==> src/rtl/vote_collector.sv <==
`default_nettype none
// ==========================================================================
// vote_collector : gathers one ballot bit per voter, closes on full mask/timeout
// Revision       : 1.0
// ==========================================================================
module vote_collector #(
  parameter int N_VOTERS = 4,
  parameter int ID_W     = 2,
  parameter int TIMEOUT  = 16
) (
  input  logic                clk,
  input  logic                rst_n,
  input  logic                start,
  input  logic                vote_valid,
  input  logic [ID_W-1:0]     vote_id,
  input  logic                vote_val,
  output logic                vote_ready,
  output logic                busy,
  output logic [N_VOTERS-1:0] ballot,
  output logic [N_VOTERS-1:0] voted,
  output logic                dup_err,
  output logic                result_valid,
  output logic                win,
  output logic                tie,
  output logic                timed_out
);

  localparam int c_timer_w = (TIMEOUT > 1) ? $clog2(TIMEOUT) : 1;
  localparam int c_cnt_w   = $clog2(N_VOTERS + 1);
  localparam logic [ID_W:0]        c_n_ext     = (ID_W + 1)'(N_VOTERS);
  localparam logic [c_timer_w-1:0] c_timer_end = c_timer_w'(TIMEOUT - 1);

  typedef enum logic [1:0] {
    ST_IDLE    = 2'd0,
    ST_COLLECT = 2'd1,
    ST_RESULT  = 2'd2
  } state_t;

  state_t                state_q, state_d;
  logic [N_VOTERS-1:0]   ballot_q, ballot_d;
  logic [N_VOTERS-1:0]   voted_q, voted_d;
  logic [c_timer_w-1:0]  timer_q, timer_d;
  logic                  dup_err_q, dup_err_d;
  logic                  win_q, win_d;
  logic                  tie_q, tie_d;
  logic                  timed_out_q, timed_out_d;

  logic [N_VOTERS-1:0]   w_sel;
  logic [N_VOTERS-1:0]   w_ballot_nx;
  logic [N_VOTERS-1:0]   w_voted_nx;
  logic [c_cnt_w-1:0]    w_cnt;
  logic                  w_xfer;
  logic                  w_id_ok;
  logic                  w_accept;
  logic                  w_win;
  logic                  w_tie;

  always_comb begin
    w_sel = '0;
    for (int i = 0; i < N_VOTERS; i++) begin
      w_sel[i] = (vote_id == ID_W'(i));
    end

    w_xfer   = vote_valid & (state_q == ST_COLLECT);
    w_id_ok  = ({1'b0, vote_id} < c_n_ext);
    w_accept = w_xfer & w_id_ok & ~(|(w_sel & voted_q));

    // Ballot and mask as they will stand after this cycle's transfer
    w_ballot_nx = w_accept ? ((ballot_q & ~w_sel) | (w_sel & {N_VOTERS{vote_val}}))
                           : ballot_q;
    w_voted_nx  = w_accept ? (voted_q | w_sel) : voted_q;

    w_cnt = '0;
    for (int i = 0; i < N_VOTERS; i++) begin
      w_cnt = w_cnt + c_cnt_w'(w_ballot_nx[i]);
    end
    w_win = (w_cnt > c_cnt_w'(N_VOTERS / 2));
    w_tie = ({w_cnt, 1'b0} == (c_cnt_w + 1)'(N_VOTERS));

    state_d     = state_q;
    ballot_d    = ballot_q;
    voted_d     = voted_q;
    timer_d     = timer_q;
    dup_err_d   = 1'b0;
    win_d       = win_q;
    tie_d       = tie_q;
    timed_out_d = timed_out_q;

    case (state_q)
      ST_IDLE: begin
        if (start) begin
          state_d     = ST_COLLECT;
          ballot_d    = '0;
          voted_d     = '0;
          timer_d     = '0;
          win_d       = 1'b0;
          tie_d       = 1'b0;
          timed_out_d = 1'b0;
        end
      end
      ST_COLLECT: begin
        ballot_d  = w_ballot_nx;
        voted_d   = w_voted_nx;
        dup_err_d = w_xfer & ~w_accept;
        // Full participation takes priority over an expiring timer
        if (&w_voted_nx) begin
          state_d     = ST_RESULT;
          timed_out_d = 1'b0;
          win_d       = w_win;
          tie_d       = w_tie;
        end else if (timer_q == c_timer_end) begin
          state_d     = ST_RESULT;
          timed_out_d = 1'b1;
          win_d       = w_win;
          tie_d       = w_tie;
        end else begin
          timer_d = timer_q + 1'b1;
        end
      end
      ST_RESULT: begin
        state_d = ST_IDLE;
      end
      default: begin
        state_d = ST_IDLE;
      end
    endcase
  end

  always_ff @(posedge clk or negedge rst_n) begin
    if (!rst_n) begin
      state_q     <= ST_IDLE;
      ballot_q    <= '0;
      voted_q     <= '0;
      timer_q     <= '0;
      dup_err_q   <= 1'b0;
      win_q       <= 1'b0;
      tie_q       <= 1'b0;
      timed_out_q <= 1'b0;
    end else begin
      state_q     <= state_d;
      ballot_q    <= ballot_d;
      voted_q     <= voted_d;
      timer_q     <= timer_d;
      dup_err_q   <= dup_err_d;
      win_q       <= win_d;
      tie_q       <= tie_d;
      timed_out_q <= timed_out_d;
    end
  end

  assign vote_ready   = (state_q == ST_COLLECT);
  assign busy         = (state_q != ST_IDLE);
  assign result_valid = (state_q == ST_RESULT);
  assign ballot       = ballot_q;
  assign voted        = voted_q;
  assign dup_err      = dup_err_q;
  assign win          = win_q;
  assign tie          = tie_q;
  assign timed_out    = timed_out_q;

endmodule
`default_nettype wire

==> config.mk <==
export PLATFORM = sky130hd
export DESIGN_NAME = vote_collector
export DESIGN_NICKNAME = d
export VERILOG_FILES = /design/src/rtl/vote_collector.sv
export SDC_FILE = /design/constraint.sdc
export NUM_CORES = 1
export LEC_CHECK = 0
export ABC_AREA = 1
export BUFFER_PORTS_ARGS = -buffer_cell sky130_fd_sc_hd__buf_2
export CAP_MARGIN = 20
export CORE_ASPECT_RATIO = 0.75
export CORE_MARGIN = 2
export CORE_UTILIZATION = 50
export CTS_CLUSTER_DIAMETER = 120
export DETAILED_ROUTE_END_ITERATION = 16
export GPL_TIMING_DRIVEN = 0
export PLACE_DENSITY = 0.74
export SETUP_SLACK_MARGIN = 0.1
export SLEW_MARGIN = 25
export SYNTH_ARGS = -nofsm -noshare
export SYNTH_HDL_FRONTEND = slang
export SYNTH_SLANG_ARGS = --single-unit
==> constraint.sdc <==
create_clock -name clk -period 3.9 [get_ports clk]
set_clock_uncertainty 0.1 [all_clocks]
set_input_delay 0.39 -clock clk [delete_from_list [all_inputs] [get_ports clk]]
set_output_delay 0.39 -clock clk [all_outputs]
set_load 0.05 [all_outputs]
==> reports/metrics.yaml, run 1 <==
status: "completed"
worstSkewPairLatency_ps: 300
cts_inserted_buffers: 3
cp_slowest_cell: "fa_1"
ant_nets: 0
cts_tree: "done"
cts.sinks: 18
power_density_nw_per_um2: 869
synth-seq-cells: 18
clkPwrFrac_pct: 10.7
areaGrowthSynthToFinish_pct: 16.8
power.share.sequential_pct: 29.4
yosysWarnings: 0
gp_congestion: 0.781
crit_required_ps: 4010
cp-end-kind: "register"
cp-start-kind: "register"
avgSynthCellArea_sq_um: 8.64
overflow: 0
post-cts-setup-buffers: 0
first_pass_iters: 4
htree_levels: 1
yosysMostFrequentCell: "nand2_1"
placementRows: 14
synth_edf_count: 0
die_width_um: 57.7
grt_first_pass_wirelength_mm: 3.82
fin_area_sq_um: 1260
clockBufferDepth: 2
max_cap_viol_count: 0
drt_iter0_drc: 50
netSwitchingPower_uw: 593
drv_slew: 0
internal_power_uw: 503
worstPathArrival_ps: 3080
cp_slowest_stage_delay_ps: 580
worstMarginPinSlew_ps: 525
ir_worst_vdd_uv: 572
grt_usage_pct: 20.1
grt_pass1_vias: 849
crit_fanout: 10
hold_path.class: "primary input to register"
avgViaCountPerCell: 5.26
cts_root_buf: "clkbuf_4"
fin_tns_setup_ps: 0
grt_max_degree: 19
placed_area_sq_um: 1210
io_buffers: 21
synth_common_cells: "nand2_1, dfrtp_1, inv_1, nand3_1, o21ai_0"
finalHoldViolCount: 0
fin_crit_sh_pct: 76.3
cp_top_family: "adder cells"
combinationalPowerShare_pct: 59.8
path_buf_inv: 2
syn_area_sq_um: 1080
die_h_um: 44.2
final_layout_size_suffix_gt1_share_pct: 31.1
die-area_sq_um: 2550
coreArea_sq_um: 2030
avgRoutedWirePerCell_um: 12.9
crit_type: "register to register"
initial_core_util_pct: 53.1
synthTopCellsByArea: "dfrtp_1, nand2_1, nand3_1, inv_1, ha_1"
antenna_found_initial: 0
synthDominantCellAreaShare_pct: 41.7
fmax_ghz: 0.336
drc: 0
seq_area_frac_synth_pct: 41.7
path_clk_slew_ps: 110
relSlewSlack_pct: 64.6
dpl.hpwl_mm: 1.76
synth-async-reset-ratio_pct: 100
vias: 920
synthCells: 125
yosys_most_used_dff: "dfrtp_1"
p_leak_nw: 0.735
crit_chain: "inv_2, nand2_2, nor2_4, nand3_1, mux2i_1, fa_1, inv_1, ha_1, ha_1, nor3b_1, nor3_1, nand3_1, nand2_1"
synth_area_leader_cell: "dfrtp_1"
whs_ps: 289
synth_nets: 137
swShare_pct: 54.1
setup_viol: 0
io_pins: 22
rsz0062_at_grt: "false"
nNetsFinal: 164
period_needed_ps: 2980
place_ws_ps: 813
synthDistinctLibCells: 19
finalWirelength_mm: 2.25
n_antenna_cell: 0
setup_slack_ps: 925
[routing by layer]
metal / up-vias / routed length [um] / part of all wire (%) / track usage, %
li1: 463 / - / - / -
met1: 429 / 1070 / 47 / 28.2
met2: 26 / 1030 / 46 / 30.7
met3: 2 / 147 / 6.5 / 6.73
met4: 0 / 13 / 0.58 / 4.65
met5: - / 0 / 0 / 0
[worst min-delay path: stages]
cell    delay, ps
buf_2         100
inv_1         100
nor3_1         70
[what timing repair did]
item | CTS | global route
endpoints found under the hold margin | 18 | 0
hold buffers | 1 | 0
gates resized for setup | 0 | 0
[logic make-up (layout without fill, tap and decap cells)]
family                     after synthesis  in the layout  share of synthesized area (%)
DFF                                     18             18                           41.7
AOI/OAI and AO/OA                        9              9                           4.17
xor gates and xnor gates                 2              2                           1.62
and+or+nand+nor                         68             68                           35.7
muxes                                    4              4                           3.71
buffers and inverters                   19             45                           6.61
adders and majority gates                5              5                           6.49
[sequential cells by signal (all words and copies together), names as in the netlist]
| name | flops |
|---|---|
| tie | 1 |
| dup_err | 1 |
| state_q | 2 |
| timed_out | 1 |
| ballot | 4 |
| timer_q | 4 |
| voted | 4 |
| win | 1 |
[cell type report]
class                      instances  area, sq um
inverter                          19         71.3
sequential                        18          450
clock buffer                       4         36.3
fill                             178          771
tap                               24         30.0
multi-input combinational         88          558
timing repair buffer              22          115
[path summary, 6_finish.rpt]
| kind | start | to | slack (ps) | cells past startpoint |
|---|---|---|---|---|
| max | state_q[1]$_DFFE_PN0P_ | win$_DFFE_PN0P_ | 920 | 13 |
| min | vote_valid | dup_err$_DFF_PN0_ | 290 | 3 |
| max reg2reg | state_q[1]$_DFFE_PN0P_ | win$_DFFE_PN0P_ | 920 | 13 |
| min reg2reg | ballot[1]$_DFFE_PN0P_ | ballot[1]$_DFFE_PN0P_ | 420 | 2 |
| max in group asynchronous | rst_n | timer_q[0]$_DFFE_PN0P_ | 2980 | 2 |
| min in group asynchronous | rst_n | ballot[0]$_DFFE_PN0P_ | 430 | 2 |
[per-stage QoR]
stage                     util [%]  std cells  power, mW
after floorplan                  -        125      0.830
after global placement        59.8        170      0.955
after detailed placement      59.8        170      0.986
after CTS                     62.1        175       1.11
after global routing          62.1        175       1.19
final                         62.1        175       1.10
[power by group through the flow]
stage | Combinational, mW | Clock, mW | Sequential, mW
5_1_grt | 0.722 | 0.128 | 0.336
3_3_place_gp | 0.634 | 0 | 0.321
2_1_floorplan | 0.339 | 0 | 0.491
4_1_cts | 0.664 | 0.120 | 0.322
6_report | 0.656 | 0.117 | 0.323
3_5_place_dp | 0.661 | 0 | 0.325
[cells in the final DEF, fill, tap and decap left out, drive strengths merged]
| master | instances |
|---|---|
| buf | 21 |
| nand3 | 15 |
| dfrtp | 18 |
| fa | 1 |
| dlygate4sd3 | 1 |
| clkbuf | 4 |
| nand2 | 33 |
| xor2 | 2 |
| nor3b | 1 |
| or2 | 1 |
| nand4 | 7 |
| o21ai | 9 |
| nor2 | 9 |
| ha | 4 |
| inv | 19 |
| mux2i | 4 |
| nor3 | 2 |
Power figures use the tool's default switching activity.
==> run 2, diff against run 1 <==
--- a/config.mk
+++ b/config.mk
@@ -10,7 +10,7 @@
 export CAP_MARGIN = 20
 export CORE_ASPECT_RATIO = 0.75
 export CORE_MARGIN = 2
-export CORE_UTILIZATION = 50
+export CORE_UTILIZATION = 48
 export CTS_CLUSTER_DIAMETER = 120
 export DETAILED_ROUTE_END_ITERATION = 16
 export GPL_TIMING_DRIVEN = 0
==> constraint.sdc (replaced) <==
create_clock -name clk -period 2.5 [get_ports clk]
set_clock_uncertainty 0.1 [all_clocks]
set_input_delay 0.25 -clock clk [delete_from_list [all_inputs] [get_ports clk]]
set_output_delay 0.25 -clock clk [all_outputs]
set_load 0.05 [all_outputs]
==> run 2 against run 1 <==
  * The flow now finishes with violations (DRC, setup timing)
  * Critical path type unchanged
  * Sequential cell count unchanged
  * Fmax up 8.5%
  * Final area up 15%
  * Cell count up 5.7%
  * Largest cell class unchanged
  * Critical path depth unchanged
  * Non-clock buffer count up 10
  * Clock-buffer cell count unchanged
  * First-iteration DRC count down 36%
  * Utilization up 8.3 points
  * Sequential share of layout area down 4.4 points
==> reports/metrics.yaml, run 2 (synthesis gave the netlist of run 1 again) <==
grt_max_degree: 19
max_cap_viol_count: 0
initial_core_util_pct: 52.2
fmax_ghz: 0.365
reg2reg_depth: 13
swShare_pct: 52.4
cts_tree: "done"
crit_type: "register to register"
internal_power_uw: 955
crit_required_ps: 2600
path_clk_slew_ps: 110
cts.sinks: 18
p_leak_nw: 0.771
coreArea_sq_um: 2070
die_h_um: 45.1
cts_root_buf: "clkbuf_4"
cp_slowest_stage_delay_ps: 550
power.share.sequential_pct: 25.9
areaGrowthSynthToFinish_pct: 34.8
setup_viol: 2
violations: "DRC, setup timing"
cts_inserted_buffers: 3
r2r_slack_ps: -240
nNetsFinal: 174
cp-endpoint: "win$_DFFE_PN0P_"
path_buf_inv: 1
drt_iter0_drc: 32
dpl.cell_count: 170
crit_top_cell: "ha_4"
top_layer: "met4"
avgRoutedWirePerCell_um: 14.3
antenna_found_initial: 0
dpl.hpwl_mm: 1.83
met1_length_mm: 1.18
ir_worst_vdd_uv: 1020
clkPwrFrac_pct: 9.3
worstSkewPairLatency_ps: 300
grt_pass1_vias: 913
overflow: 0
avgViaCountPerCell: 5.42
grt_usage_pct: 22.0
cp-end-kind: "register"
die_width_um: 58.8
period_needed_ps: 2740
io_buffers: 21
crit_fanout: 4
drv_slew: 0
power_density_nw_per_um2: 1380
mostFrequentLayoutCell: "buf_2"
gp_congestion: 0.844
clockBufferDepth: 2
setup_slack_ps: -241
status: "finished with violations"
finalWirelength_mm: 2.64
cp_num_cells: 13
wl_met3_um: 102
finalHoldViolCount: 0
placementRows: 14
worstMarginPinSlew_ps: 507
layout_common_cells: "buf_2, nand2_1, dfrtp_1"
vias: 1003
r2r-end: "win$_DFFE_PN0P_"
ant_nets: 0
cp_slowest_cell: "fa_1"
final_layout_size_suffix_gt1_share_pct: 47.2
cp_top_family: "adder cells"
cp-start-kind: "register"
drc: 2
first_pass_iters: 10
io_pins: 22
cp-startpoint: "voted[2]$_DFFE_PN0P_"
fin_cells: 185
combinationalPowerShare_pct: 64.8
n_antenna_cell: 0
fin_crit_sh_pct: 110
r2r-start: "voted[2]$_DFFE_PN0P_"
worstPathArrival_ps: 2840
fin_util_pct: 70.4
htree_levels: 1
netSwitchingPower_mw: 1.05
crit_chain: "nand3_2, nand2_2, nor2_4, nand3_4, mux2i_2, fa_1, inv_2, ha_4, ha_4, nor3b_4, nor3_2, nand3_1, nand2_1"
hold_path.class: "primary input to register"
grt_first_pass_wirelength_mm: 4.28
relSlewSlack_pct: 65.8
rsz0062_at_grt: "true"
wl_met2_mm: 1.31
die-area_sq_um: 2650
## run 2: cell types whose count changed in the layout (fill, tap and decap cells not counted), moves of 2 or more
cell     delta
nand3_1     -6
nand3_2     +4
ha_1        -2
mux2i_1     -3
buf_4      +10
mux2i_2     +2
nand3_4     +2
ha_4        +2
dfrtp_1     -4
dfrtp_2     +4
## run 2: stage by stage
stage / power, mW / hold WS, ps / TNS [ps] / cell area (sq um) / setup WS, ps
global placement: 1.53 / 104 / -352 / 1260 / -266
finish: 2.00 / 126 / -458 / 1460 / -241
floorplan: 1.33 / -146 / -230 / 1120 / -168
detailed placement: 1.58 / 101 / -464 / 1260 / -307
CTS: 1.98 / 128 / -337 / 1440 / -180
global route: 2.13 / 150 / -644 / 1460 / -333
## run 2: area by class of cell
class / count / area, sq um
timing repair buffer: 32 / 190
inverter: 19 / 71.3
multi-input combinational: 88 / 672
tap: 24 / 30.0
fill: 172 / 612
clock buffer: 4 / 36.3
sequential: 18 / 455
## run 2: what timing repair did
item | 4_1_cts | 5_1_grt
endpoints found under the hold margin | 18 | 0
resized for setup | 11 | 2
pin swaps | 13 | 2
hold buffers | 1 | 0
buffers inserted | 9 | 1
setup endpoints to repair | 2 | 2
## run 2: tightest hold or removal path, cell delays in order
cell    delay (ps)
buf_2           90
inv_1           90
nor3_1          70
## run 2: power by group through the flow
| stage | registers, mW | clock network (mW) | logic, mW |
|---|---|---|---|
| floorplan | 0.776 | 0 | 0.558 |
| global placement | 0.512 | 0 | 1.02 |
| detailed placement | 0.516 | 0 | 1.06 |
| CTS | 0.515 | 0.189 | 1.27 |
| global route | 0.534 | 0.200 | 1.40 |
| finish | 0.518 | 0.187 | 1.30 |
## run 2: worst min path at each step
stage | cells after the start | endpoint | startpoint
4_1_cts | 3 | dup_err$_DFF_PN0_ | vote_valid
3_5_place_dp | 1 | ballot[1]$_DFFE_PN0P_ | rst_n
5_1_grt | 3 | dup_err$_DFF_PN0_ | vote_valid
3_3_place_gp | 1 | ballot[1]$_DFFE_PN0P_ | rst_n
6_report | 3 | dup_err$_DFF_PN0_ | vote_valid
2_1_floorplan | 0 | ballot[0]$_DFFE_PN0P_ | rst_n
## run 2: per-layer routing
layer	track usage [%]	vias to the layer above
li1	-	482
met1	30.7	485
met2	35.1	29
met3	4.58	7
met4	5.91	0
met5	0	-
==> run 3, diff against run 2 <==
--- a/config.mk
+++ b/config.mk
@@ -8,13 +8,15 @@
 export ABC_AREA = 1
 export BUFFER_PORTS_ARGS = -buffer_cell sky130_fd_sc_hd__buf_2
 export CAP_MARGIN = 20
+export CELL_PAD_IN_SITES_DETAIL_PLACEMENT = 2
+export CELL_PAD_IN_SITES_GLOBAL_PLACEMENT = 2
 export CORE_ASPECT_RATIO = 0.75
 export CORE_MARGIN = 2
-export CORE_UTILIZATION = 48
+export CORE_UTILIZATION = 28
 export CTS_CLUSTER_DIAMETER = 120
 export DETAILED_ROUTE_END_ITERATION = 16
 export GPL_TIMING_DRIVEN = 0
-export PLACE_DENSITY = 0.74
+export PLACE_DENSITY_LB_ADDON = 0.1
 export SETUP_SLACK_MARGIN = 0.1
 export SLEW_MARGIN = 25
 export SYNTH_ARGS = -nofsm -noshare
==> run 3 against run 2 <==
  * The flow finishes with violations (setup timing)
  * Final area rose by 3.9%
  * Sequential share of layout area fell by 1.2 points
  * Sequential cell count did not move
  * Global-route usage fell by 4.4 points
  * Register-to-register slack barely moved
  * Combinational power barely moved
  * Non-clock buffer count did not move
  * Clock-buffer cell count did not move
  * Wire length rose by 30%
  * Worst setup slack got worse by 9.0 ps
  * Total power rose by 4.8%
  * Sequential power rose by 2%
  * Critical path type unchanged
==> reports/metrics.yaml, run 3 (synthesis gave the netlist of run 1 again) <==
rsz0062_at_grt: "true"
p_leak_nw: 0.779
nFillCells: 428
cp-end-kind: "register"
grt_usage_pct: 17.5
crit_chain: "nand3_2, nand2_2, nor2_4, nand3_2, mux2i_2, fa_1, inv_2, ha_4, ha_4, nor3b_4, nor3_2, nand3_1, nand2_1"
nNetsFinal: 174
mostFrequentLayoutCell: "buf_2"
path_clk_slew_ps: 70
fin_crit_sh_pct: 110
gp_congestion: 0.720
max_cap_viol_count: 0
crit_required_ps: 2550
avgViaCountPerCell: 4.69
crit_fanout: 5
cts_inserted_buffers: 3
drt_iter0_drc: 41
fmax_ghz: 0.364
overflow: 0
antenna_found_initial: 0
grt_max_degree: 19
grt_first_pass_wirelength_mm: 5.63
io_pins: 22
cp_slowest_cell: "fa_1"
coreArea_sq_um: 3680
met1_length_mm: 1.54
final_layout_size_suffix_gt1_share_pct: 47.8
worst_hold_path.num_cells: 3
cp-startpoint: "voted[3]$_DFFE_PN0P_"
setup_viol: 2
r2r_slack_ps: -250
regArea_sq_um: 455
finalHoldViolCount: 0
avgRoutedWirePerCell_um: 16.1
place_ws_ps: -317
htree_levels: 1
cts.sinks: 18
drc: 0
whs_ps: 191
reg2reg_depth: 13
ant_nets: 0
cp_slowest_stage_delay_ps: 560
power_density_nw_per_um2: 1390
drv_slew: 0
clockBufferDepth: 2
first_pass_iters: 4
n_antenna_cell: 0
placementRows: 19
violations: "setup timing"
status: "finished with violations"
r2r-start: "voted[3]$_DFFE_PN0P_"
cts_tree: "done"
areaGrowthSynthToFinish_pct: 40.0
wl_met3_um: 112
cp-endpoint: "win$_DFFE_PN0P_"
io_buffers: 21
hold_path.class: "primary input to register"
die_width_um: 75.7
multi_input_area_sq_um: 674
die_h_um: 57.8
finalWirelength_mm: 3.42
ir_worst_vdd_uv: 650
fin_cells: 213
vias: 1000
top_layer: "met4"
die-area_sq_um: 4370
path_buf_inv: 1
crit_type: "register to register"
r2r-end: "win$_DFFE_PN0P_"
grt_pass1_vias: 1103
wl_met2_mm: 1.74
dpl.cell_count: 198
worstSkewPairLatency_ps: 260
dpl.hpwl_mm: 2.35
power_mw: 2.10
cp_num_cells: 13
cp-start-kind: "register"
cp_top_family: "adder cells"
period_needed_ps: 2750
cts_root_buf: "clkbuf_8"
worstPathArrival_ps: 2800
initial_core_util_pct: 29.3
setup_slack_ps: -250
relSlewSlack_pct: 57.9
layout_common_cells: "buf_2, nand2_1, dfrtp_1"
worstMarginPinSlew_ps: 624
## run 3: worst min-delay path by stage
stage / startpoint / end / slack [ps]
detailed placement: rst_n / timer_q[1]$_DFFE_PN0P_ / 120
floorplan: rst_n / ballot[0]$_DFFE_PN0P_ / -150
global route: vote_valid / dup_err$_DFF_PN0_ / 210
CTS: vote_valid / dup_err$_DFF_PN0_ / 190
global placement: rst_n / timer_q[2]$_DFFE_PN0P_ / 120
finish: vote_valid / dup_err$_DFF_PN0_ / 190
## run 3: final cells by class
cell class,instances,area share (%)
clock buffer,4,3.64
tap,52,4.30
multi-input combinational,88,44.6
timing repair buffer,32,12.6
inverter,19,4.72
sequential,18,30.1
## run 3: where the power goes
| group | internal, mW | switching [mW] | leakage [nW] |
|---|---|---|---|
| Clock | 0.140 | 0.106 | 0.0288 |
| Sequential | 0.416 | 0.110 | 0.227 |
| Combinational | 0.453 | 0.876 | 0.523 |
## run 3: routing by layer
metal / global-route usage, % / vias to the layer above
met5: 0 / -
met1: 23.5 / 502
met2: 28.3 / 15
met4: 3.76 / 0
li1: - / 479
met3: 4.87 / 4
## run 3: worst reg2reg max path, stage by stage, from the launching register on
cell and delay (ps):
dfrtp_2 420, nand3_2 70, nand2_2 70, nor2_4 230, nand3_2 140, mux2i_2 190
fa_1 560, inv_2 50, ha_4 160, ha_4 250, nor3b_4 200, nor3_2 70
nand3_1 70, nand2_1 60
## run 3: timing repair
action | in CTS | in global routing
endpoints found under the setup margin | 2 | 2
endpoints found under the hold margin | 18 | 0
resized for setup | 12 | 2
hold buffers | 1 | 0
pin swaps | 12 | 2
buffers inserted | 7 | 3
## run 3: per-stage QoR
stage	setup TNS, ps	cell area (sq um)	utilization, %
after CTS	-419	1480	40.2
after detailed placement	-494	1290	35.0
after floorplan	-230	1120	-
final	-479	1510	41.0
after global placement	-404	1290	35.0
after global routing	-821	1510	41.0
